--- src/rtl/seg_pkg.sv ---
// Shared constants for the seven-segment scan driver: font table, segment bit
// positions, parameter limits and the scan sequencer state type.
package seg_pkg;

   localparam int SEG_A = 0;
   localparam int SEG_B = 1;
   localparam int SEG_C = 2;
   localparam int SEG_D = 3;
   localparam int SEG_E = 4;
   localparam int SEG_F = 5;
   localparam int SEG_G = 6;

   // Active-high patterns, bit0 = a .. bit6 = g; b and d are lowercase glyphs.
   localparam logic [6:0] FONT [16] = '{
      7'h3F, 7'h06, 7'h5B, 7'h4F, 7'h66, 7'h6D, 7'h7D, 7'h07,
      7'h7F, 7'h6F, 7'h77, 7'h7C, 7'h39, 7'h5E, 7'h79, 7'h71
   };

   localparam int MIN_DIGITS  = 1;
   localparam int MAX_DIGITS  = 8;
   localparam int MIN_CLK_DIV = 2;
   localparam int MAX_CLK_DIV = 1 << 20;

   typedef enum logic {
      ST_IDLE = 1'b0,
      ST_SCAN = 1'b1
   } scan_state_e;

endpackage

--- src/rtl/seg_scan_driver_hex7seg_font.sv ---
// Combinational nibble to active-high seven-segment pattern lookup.
module hex7seg_font
   import seg_pkg::*;
(
   input  logic [3:0] nib_i,
   output logic [6:0] seg_o
);

   for (genvar b = SEG_A; b <= SEG_G; b++) begin : g_bit
      assign seg_o[b] = FONT[nib_i][b];
   end

endmodule

--- src/rtl/seg_scan_driver.sv ---
// Time-multiplexed N-digit seven-segment driver with ghost blanking,
// leading-zero blanking and frame-synchronous double-buffered update.
module seg_scan_driver
   import seg_pkg::*;
#(
   parameter int NUM_DIGITS     = 4,
   parameter int CLK_DIV        = 50000,
   parameter int BLANK_CYC      = 500,
   parameter bit SEG_ACTIVE_LOW = 1'b1,
   parameter bit AN_ACTIVE_LOW  = 1'b1,
   parameter bit LZ_BLANK       = 1'b0
) (
   input  logic                    clk,
   input  logic                    rst_n,
   input  logic [4*NUM_DIGITS-1:0] din,
   input  logic [NUM_DIGITS-1:0]   dp_in,
   input  logic [NUM_DIGITS-1:0]   digit_en,
   input  logic                    load,
   output logic [6:0]              seg_out,
   output logic                    dp_out,
   output logic [NUM_DIGITS-1:0]   an_out,
   output logic                    frame_tick
);

   // state   | meaning
   // ST_IDLE | out of reset, outputs inactive; next edge starts slot 0
   // ST_SCAN | counter/index running, outputs track the current slot

   localparam int CNT_W = $clog2(CLK_DIV);
   localparam int IDX_W = (NUM_DIGITS > 1) ? $clog2(NUM_DIGITS) : 1;
   localparam logic [CNT_W-1:0]      CNT_MAX = CNT_W'(CLK_DIV - 1);
   localparam logic [IDX_W-1:0]      IDX_MAX = IDX_W'(NUM_DIGITS - 1);
   localparam logic [6:0]            SEG_OFF = SEG_ACTIVE_LOW ? 7'h7F : 7'h00;
   localparam logic                  DP_OFF  = SEG_ACTIVE_LOW;
   localparam logic [NUM_DIGITS-1:0] AN_OFF  = AN_ACTIVE_LOW ? '1 : '0;

   if (NUM_DIGITS < MIN_DIGITS || NUM_DIGITS > MAX_DIGITS ||
       CLK_DIV < MIN_CLK_DIV || CLK_DIV > MAX_CLK_DIV ||
       BLANK_CYC < 0 || BLANK_CYC >= CLK_DIV) begin : g_bad_param
      $error("seg_scan_driver: illegal parameter set");
   end

   scan_state_e state_q, state_d;
   logic [CNT_W-1:0]        cnt_q, cnt_d;
   logic [IDX_W-1:0]        idx_q, idx_d;
   logic [4*NUM_DIGITS-1:0] pend_din_q, pend_din_d, act_din_q, act_din_d;
   logic [NUM_DIGITS-1:0]   pend_dp_q, pend_dp_d, act_dp_q, act_dp_d;
   logic [NUM_DIGITS-1:0]   pend_en_q, pend_en_d, act_en_q, act_en_d;
   logic [6:0]              seg_q, seg_d;
   logic                    dp_q, dp_d;
   logic [NUM_DIGITS-1:0]   an_q, an_d;
   logic                    tick_q, tick_d;

   logic                    frame_start;
   logic                    upper_zero;
   logic [NUM_DIGITS-1:0]   lz_blank;
   logic [NUM_DIGITS-1:0]   dark;
   logic                    dark_cur;
   logic                    an_on;
   logic [3:0]              nib;
   logic [6:0]              font_pat;
   logic [6:0]              lit_seg;
   logic                    lit_dp;
   logic [NUM_DIGITS-1:0]   an_sel;

   always_comb begin
      state_d = ST_SCAN;
      cnt_d   = cnt_q;
      idx_d   = idx_q;
      case (state_q)
         ST_IDLE: begin
            cnt_d = '0;
            idx_d = '0;
         end
         ST_SCAN: begin
            if (cnt_q == CNT_MAX) begin
               cnt_d = '0;
               idx_d = (idx_q == IDX_MAX) ? '0 : idx_q + 1'b1;
            end else begin
               cnt_d = cnt_q + 1'b1;
            end
         end
         default: state_d = ST_IDLE;
      endcase
   end

   assign frame_start = (cnt_d == '0) && (idx_d == '0);

   // Pending is updated first so a load on the transfer edge lands in active directly.
   always_comb begin
      pend_din_d = load ? din      : pend_din_q;
      pend_dp_d  = load ? dp_in    : pend_dp_q;
      pend_en_d  = load ? digit_en : pend_en_q;
      act_din_d  = frame_start ? pend_din_d : act_din_q;
      act_dp_d   = frame_start ? pend_dp_d  : act_dp_q;
      act_en_d   = frame_start ? pend_en_d  : act_en_q;
   end

   always_comb begin
      lz_blank   = '0;
      upper_zero = 1'b1;
      for (int k = NUM_DIGITS - 1; k > 0; k--) begin
         upper_zero  = upper_zero && (act_din_d[4*k +: 4] == 4'h0) && !act_dp_d[k];
         lz_blank[k] = upper_zero;
      end
      dark = ~act_en_d | (LZ_BLANK ? lz_blank : '0);
   end

   assign nib = act_din_d[{idx_d, 2'b00} +: 4];

   hex7seg_font u_font (
      .nib_i (nib),
      .seg_o (font_pat)
   );

   // Outputs are computed from next-state so the registered pins line up with cnt_q/idx_q.
   always_comb begin
      dark_cur = dark[idx_d];
      lit_seg  = dark_cur ? 7'h00 : font_pat;
      lit_dp   = !dark_cur && act_dp_d[idx_d];
      an_on    = int'(cnt_d) >= BLANK_CYC;
      an_sel   = an_on ? (NUM_DIGITS'(1) << idx_d) : '0;
      seg_d    = SEG_ACTIVE_LOW ? ~lit_seg : lit_seg;
      dp_d     = SEG_ACTIVE_LOW ? ~lit_dp  : lit_dp;
      an_d     = AN_ACTIVE_LOW  ? ~an_sel  : an_sel;
      tick_d   = frame_start;
   end

   always_ff @(posedge clk or negedge rst_n) begin
      if (!rst_n) begin
         state_q    <= ST_IDLE;
         cnt_q      <= '0;
         idx_q      <= '0;
         pend_din_q <= '0;
         pend_dp_q  <= '0;
         pend_en_q  <= '0;
         act_din_q  <= '0;
         act_dp_q   <= '0;
         act_en_q   <= '0;
         seg_q      <= SEG_OFF;
         dp_q       <= DP_OFF;
         an_q       <= AN_OFF;
         tick_q     <= 1'b0;
      end else begin
         state_q    <= state_d;
         cnt_q      <= cnt_d;
         idx_q      <= idx_d;
         pend_din_q <= pend_din_d;
         pend_dp_q  <= pend_dp_d;
         pend_en_q  <= pend_en_d;
         act_din_q  <= act_din_d;
         act_dp_q   <= act_dp_d;
         act_en_q   <= act_en_d;
         seg_q      <= seg_d;
         dp_q       <= dp_d;
         an_q       <= an_d;
         tick_q     <= tick_d;
      end
   end

   assign seg_out    = seg_q;
   assign dp_out     = dp_q;
   assign an_out     = an_q;
   assign frame_tick = tick_q;

endmodule

--- config.mk ---
export PLATFORM = sky130hd
export DESIGN_NAME = seg_scan_driver
export DESIGN_NICKNAME = d
export VERILOG_FILES = /design/src/rtl/seg_pkg.sv /design/src/rtl/seg_scan_driver_hex7seg_font.sv /design/src/rtl/seg_scan_driver.sv
export SDC_FILE = /design/constraint.sdc
export NUM_CORES = 1
export LEC_CHECK = 0
export CORE_MARGIN = 2
export CORE_UTILIZATION = 45
export CTS_BUF_LIST = sky130_fd_sc_hd__clkbuf_16
export CTS_CLUSTER_DIAMETER = 150
export DETAILED_ROUTE_END_ITERATION = 16
export DONT_BUFFER_PORTS = 1
export PLACE_DENSITY_LB_ADDON = 0.1
export SETUP_SLACK_MARGIN = 0.02
export SYNTH_ARGS = -nofsm -noshare
export SYNTH_HDL_FRONTEND = slang
export SYNTH_SLANG_ARGS = --single-unit
--- constraint.sdc ---
create_clock -name clk -period 4.9 [get_ports clk]
set_input_delay 0.49 -clock clk [delete_from_list [all_inputs] [get_ports clk]]
set_output_delay 0.49 -clock clk [all_outputs]
set_load 0.1 [all_outputs]
== Word level (Yosys, flattened, before mapping) ==
Memory sizes are Yosys's and may differ from the RTL's.
Index checks and enable logic that the tools add are counted.
W data, S select, Z words.
Word-level totals
  register bits after elaboration: 80
  memory bits (read-only): 112
  input port bits: 27
  word-level logic and storage cells: 53
  memories kept: 1
Memories
  (no name shown): depth 16, width 7, read ports 1, clocked after memory_dff 0, wr ports 0, RTL line seg_scan_driver_hex7seg_font.sv:10  | assign seg_o[b] = FONT[nib_i][b];
Cells by class
  add/sub/neg operators: 2
  $lt $le $gt $ge: 3
  eq/ne operators: 2
  shift-type cells: 2
  multiplexer cells: 19
  bitwise operators: 6
  reductions and logical operators: 5
Operators by type and width (number)
  $mux W16: 3
  $pmux W16 S2: 1
  $mux W7: 3
  $mux W4: 5
  $add A16 B1 Y16 const B: 1
  $eq A16 B16 Y1 const B: 1
  $ge A16 B9 Y1 const B: 1
  $logic_not A16 Y1: 1
  $shiftx A16 B5 Y4: 1
  $not A4 Y4: 2
  $not A7 Y7: 1
  $ge A5 B5 Y1 const B: 1
  $not A4 Y5: 1
  $bmux W1 S2: 2
  $mux W2: 2
  $pmux W2 S2: 1
  $shl A1 B2 Y4 const A: 1
  $lt A2 B3 Y1 const B: 1
  $add A2 B1 Y2 const B: 1
  $eq A2 B2 Y1 const B: 1
  $logic_and A1 B1 Y1: 2
  $logic_not A2 Y1: 1
  $mux W1: 2
  $not A1 Y1: 2
  $logic_not A1 Y1: 1

== Logic depth before layout (Yosys ltp) ==
  depth after elaboration: 14
  gate-level depth with buffers: 15

== By module ==
Synthesis repeated with hierarchy kept, for this count alone.
Unflattened totals
  cell total of the unflattened synthesis: 362
  area, all modules: 4056.4 um^2
By module, submodules not included
  seg_scan_driver: times used 1, cells each 329, area an instance 3768.6 um^2, sequential area each 2016.9 um^2
  hex7seg_font: times used 1, cells each 33, area an instance 287.8 um^2, sequential area each 0.0 um^2

== Worst setup path before layout ==
No wires, ideal clock.
  kind: register -> register
  from: reg cnt_q[0]
  to: reg seg_q[3], in the netlist seg_out[3]
  setup time: 0.097 ns
  data arrival time: 3.141 ns
  path slack: 1.662 ns
  stages on the path, launching flop included: 15
  path buffers: 1
  path through: dfrtp_1 > ha_1 > and3_1 > buf_2 > a311oi_1 > nor3_1 > nor4_4 > a21oi_4 > mux2_4 > a21oi_4 > inv_1 > ha_1 > a21boi_1 > a2111oi_2 > a31oi_1
Between the ends
  cells in the longest elaborated chain, start to end: 13
  elaborated cells between the ends (all ways): 21
  those cells by class: add/sub (1); eq/ne (1); shift (1); mux (11); bitwise (3); reduce/logical (3); memory (1)
Ends and longest elaborated chain
  from (decl): RTL line seg_scan_driver.sv:44  | logic [CNT_W-1:0] cnt_q, cnt_d;
  from (signal assigned): RTL line seg_scan_driver.sv:146  | cnt_q <= cnt_d;
  $add A16 B1 Y16 / $eq A16 B16 Y1 (equally long branches): RTL line seg_scan_driver.sv:80, seg_scan_driver.sv:76
  $mux W16 / $mux W2 (equally long branches): RTL line seg_scan_driver.sv:76  | if (cnt_q == CNT_MAX) begin
  $pmux W16 S2 / $pmux W2 S2 (equally long branches): RTL line seg_scan_driver.sv:70  | case (state_q)
  $logic_not A16 Y1 / $logic_not A2 Y1 (equally long branches): RTL line seg_scan_driver.sv:87  | assign frame_start = (cnt_d == '0) && (idx_d == '0);
  $logic_and A1 B1 Y1: RTL line seg_scan_driver.sv:87
  $mux W16: RTL line seg_scan_driver.sv:94  | act_din_d = frame_start ? pend_din_d : act_din_q;
  $shiftx A16 B5 Y4: RTL line seg_scan_driver.sv:109  | assign nib = act_din_d[{idx_d, 2'b00} +: 4];
  $not A4 Y5 (implied by the code): RTL line seg_scan_driver_hex7seg_font.sv:10
  $mem_v2 Z16 W7
  $mux W7 (2 in a row)
  $mux W7 *: RTL line seg_scan_driver.sv:119  | lit_seg = dark_cur ? 7'h00 : font_pat;
  $not A7 Y7 *: RTL line seg_scan_driver.sv:123  | seg_d = SEG_ACTIVE_LOW ? ~lit_seg : lit_seg;
  net seg_d[3]: RTL line seg_scan_driver.sv:49  | logic [6:0] seg_q, seg_d;
  to (signal assigned): RTL line seg_scan_driver.sv:154  | seg_q <= seg_d;
  to (decl): RTL line seg_scan_driver.sv:49
Mark *: on every way through the listed nets, which the timed path passes. The rest lies on a longest branch. The select of a mux whose other input is x is not followed.

== Worst setup path in the final report ==
  from: reg cnt_q[2]
  to: reg seg_q[3], in the netlist seg_out[3]
The elaborated chain is that of the path after synthesis.

==> summary.md <==
| Metric | Value |
|---|---|
| Run status | finished, final reports clean |
| Required @ worst endpoint | 5120 ps |
| Sequential share of the synthesized area | 0.496 |
| Tcrit/Tclk final | 0.734 |
| Met3 wire len | 249 µm |
| Cell taking the most area after synthesis | dfrtp_1 |
| Critical path class | flip-flop to flip-flop |
| Avg Cell Area, Syn | 11.9 µm² |
| Worst hold path class | input pin to asynchronous set/reset pin |
| Starting DRC count in detailed routing | 124 |
| Residual DRC | 0 |
| DRT Wirelength | 7.61 mm |
| Final net count | 372 |
| Die Area | 0.00980 mm² |
| Core footprint | 0.00872 mm² |
| Yosys cell types | 72 |
| Layout cells sized above 1 | 0.301 |
| Yosys top cell area share | 0.419 |
| DPL Wire Length | 5.11 mm |
| Root Driver | clkbuf_16 |
| Peak supply drop | 0.197 mV |
| First-pass GRT wire length | 12.9 mm |
| Number of buffers created by CTS | 9 |
| Yosys warns | 0 |
| DR top layer | met4 |
| Max cap viols | 0 |
| Fmax | 0.278 GHz |
| Via density per instance | 5.50 |
| Commonest non-fill, non-tap cell in the layout | dfrtp_1 |
| Die Width | 99.0 µm |
| Predominant post-synthesis flop cell | dfrtp_1 |
| Number of H-tree levels | 3 |
| Met2 WL | 3.51 mm |
| Fin. Hold Viols | 0 |
| Initial Util | 0.466 |
| IO Port Bufs | 0 |
| Post-Layout Inst Area | 0.00443 mm² |
| Critical Path Start | cnt_q[2]$_DFF_PN0_ |
| Max Slew Vio Count | 0 |
| Critical path endpoint | seg_out[3]$_DFF_PN1_ |
| Clock latency on the worst-skew pair | 330 ps |
| Maximum net fanout on the critical path | 11 |
| Net count after synthesis | 376 |
| DRT antenna net count | 0 |
| Reg-to-reg slack, setup | 1300 ps |
| Cells after synthesis | 341 |
| Inserted Diodes | 0 |
| Worst flop-to-flop path endpoint | seg_out[3]$_DFF_PN1_ |
| RSZ-0062 raised after global routing | no |
| Setup TNS | 0 ps |
| Antenna violations before repair | 0 |
| Final clock skew | 11.4 ps |
| Minimum clock period | 3600 ps |
| Synthesized area | 0.00406 mm² |
| Metal-1 WL | 3.77 mm |
| Placed cell area | 0.00410 mm² |
| Resize count post-CTS | 0 |
| Rows | 34 |
| LEAKAGE | 1.82 nW |
| Final core occ | 0.508 |
| Clock sinks | 80 |
| Post-synth EDFFs | 0 |
| Relative slew slack | 0.417 |
| CP Capture Type | flip-flop |
| Final Setup Violations | 0 |
| Register bit count reported by yosys | 80 |
| FFs w/ async S/R, synth | 1.00 |
| CTS tree | yes |
| R2R depth | 12 |
| CP Launch Type | flip-flop |
| Die height | 99.0 µm |
| Top cells by area, synth | dfrtp_1 42%, mux2_2 12%, dfstp_2 7.8% |
| Via Count | 2,475 |
| # Post-CTS Setup Buffers | 0 |
| Vias in the first global route | 2,500 |
| R2R Path Start | cnt_q[2]$_DFF_PN0_ |
| TritonRoute pass-1 iters | 4 |
| Drt wl/cell | 16.9 µm |
| Area Overhead vs Synth | 9.05% |
| Largest net degree at the start of global routing | 73 |
| CTS Buffer Depth | 2 |
| Grt total ovfl | 0 |
| CTS clk-pin slew, worst paths | 70 ps |
| Worst-margin pin slew | 875 ps |
| Crit path DAT | 3820 ps |
| PwrDens | 401 mW/mm² |
| Global Route Usage Sum | 0.168 |
| Routability Congestion | 0.851 |
| Commonest cells after routing, fill and taps aside | 68 x dfrtp_1, 42 x mux2_2, 26 x nand2_1, 25 x nor2_1, 12 x dfstp_2 |
| Io pins | 40 |
## layout make-up
class / count / area, µm²
Sequential cell: 80 / 2020
Clock inverter: 7 / 67.6
Timing Repair Buffer: 4 / 52.6
Fill cell: 749 / 4290
Inverter: 9 / 35.0
Clock buffer: 9 / 225
Tap cell: 108 / 135
Multi-Input combinational cell: 233 / 1900
## cell families after synthesis
group | Yosys count | synth area share
other | 1 | 0.000923
AOI/OAI and AO/OA | 54 | 0.105
adders and majority gates | 8 | 0.0246
and+or+nand+nor | 99 | 0.149
buffers and inverters | 28 | 0.0363
DFF | 80 | 0.496
xor gates and xnor gates | 16 | 0.0345
muxes | 55 | 0.153
## synthesized netlist by cell type, types with 4 or more instances
| library cell | count |
|---|---|
| a21oi_1 | 5 |
| buf_2 | 9 |
| clkbuf_1 | 4 |
| dfrtp_1 | 68 |
| dfstp_2 | 12 |
| ha_1 | 8 |
| inv_1 | 8 |
| mux2_2 | 42 |
| mux2i_1 | 8 |
| nand2_1 | 26 |
| nand3_1 | 10 |
| nor2_1 | 25 |
| nor3_1 | 7 |
| o21ai_0 | 11 |
| o22ai_1 | 4 |
| xnor2_1 | 11 |
| xor2_1 | 5 |
## how the worst min path moves through the flow
stage,startpoint,cells past startpoint,to
floorplan,rst_n,0,act_din_q[0]$_DFF_PN0_
global placement,rst_n,0,cnt_q[6]$_DFF_PN0_
detailed placement,rst_n,0,cnt_q[6]$_DFF_PN0_
CTS,rst_n,1,pend_din_q[8]$_DFF_PN0_
global route,rst_n,1,act_din_q[11]$_DFF_PN0_
finish,rst_n,1,pend_din_q[8]$_DFF_PN0_
## power breakdown
group	switching [mW]	leakage (nW)	internal (mW)
Clock	0.296	0.143	0.359
Sequential	0.151	0.961	0.747
Combinational	0.118	0.715	0.105
Total	0.564	1.82	1.21
## layer usage
| layer | up-vias | track usage |
|---|---|---|
| met5 | - | 0 |
| met2 | 45 | 0.264 |
| met1 | 1215 | 0.235 |
| met4 | 0 | 0.0506 |
| li1 | 1207 | - |
| met3 | 8 | 0.0369 |
## metrics by stage
step / instances / power [mW] / hold WS [ps] / setup slack (ps)
after floorplan: 341 / 1.08 / 194 / 1660
after global placement: 432 / 1.11 / 198 / 1420
after detailed placement: 432 / 1.12 / 198 / 1310
after CTS: 450 / 1.80 / 54.0 / 1300
after global routing: 450 / 1.86 / 55.7 / 1060
final: 450 / 1.78 / 44.5 / 1300
## sequential cells by signal, indices dropped and copies added (netlist names)
| register | flops |
|---|---|
| seg_out | 7 |
| idx_q | 2 |
| pend_en_q | 4 |
| dp_out | 1 |
| act_en_q | 4 |
| act_dp_q | 4 |
| act_din_q | 16 |
| cnt_q | 16 |
| pend_dp_q | 4 |
| state_q | 1 |
| pend_din_q | 16 |
| frame_tick | 1 |
| an_out | 4 |
## timing repair
action,in CTS,in global routing
setup endpoints to repair,0,0
hold buffers,2,0
hold endpoints to repair,72,0
## worst max-delay path: stages (launching register included)
cell       delay (ps)
dfrtp_1           430
nand4_1           470
nor3_4            330
a31oi_2           160
nor4_4            430
a21oi_4           160
mux2_4            350
a21oi_4           240
inv_1             100
ha_1              250
a21boi_1          150
a2111oi_2         340
a31oi_1            80
No activity file was read; power rests on OpenSTA's default activity.
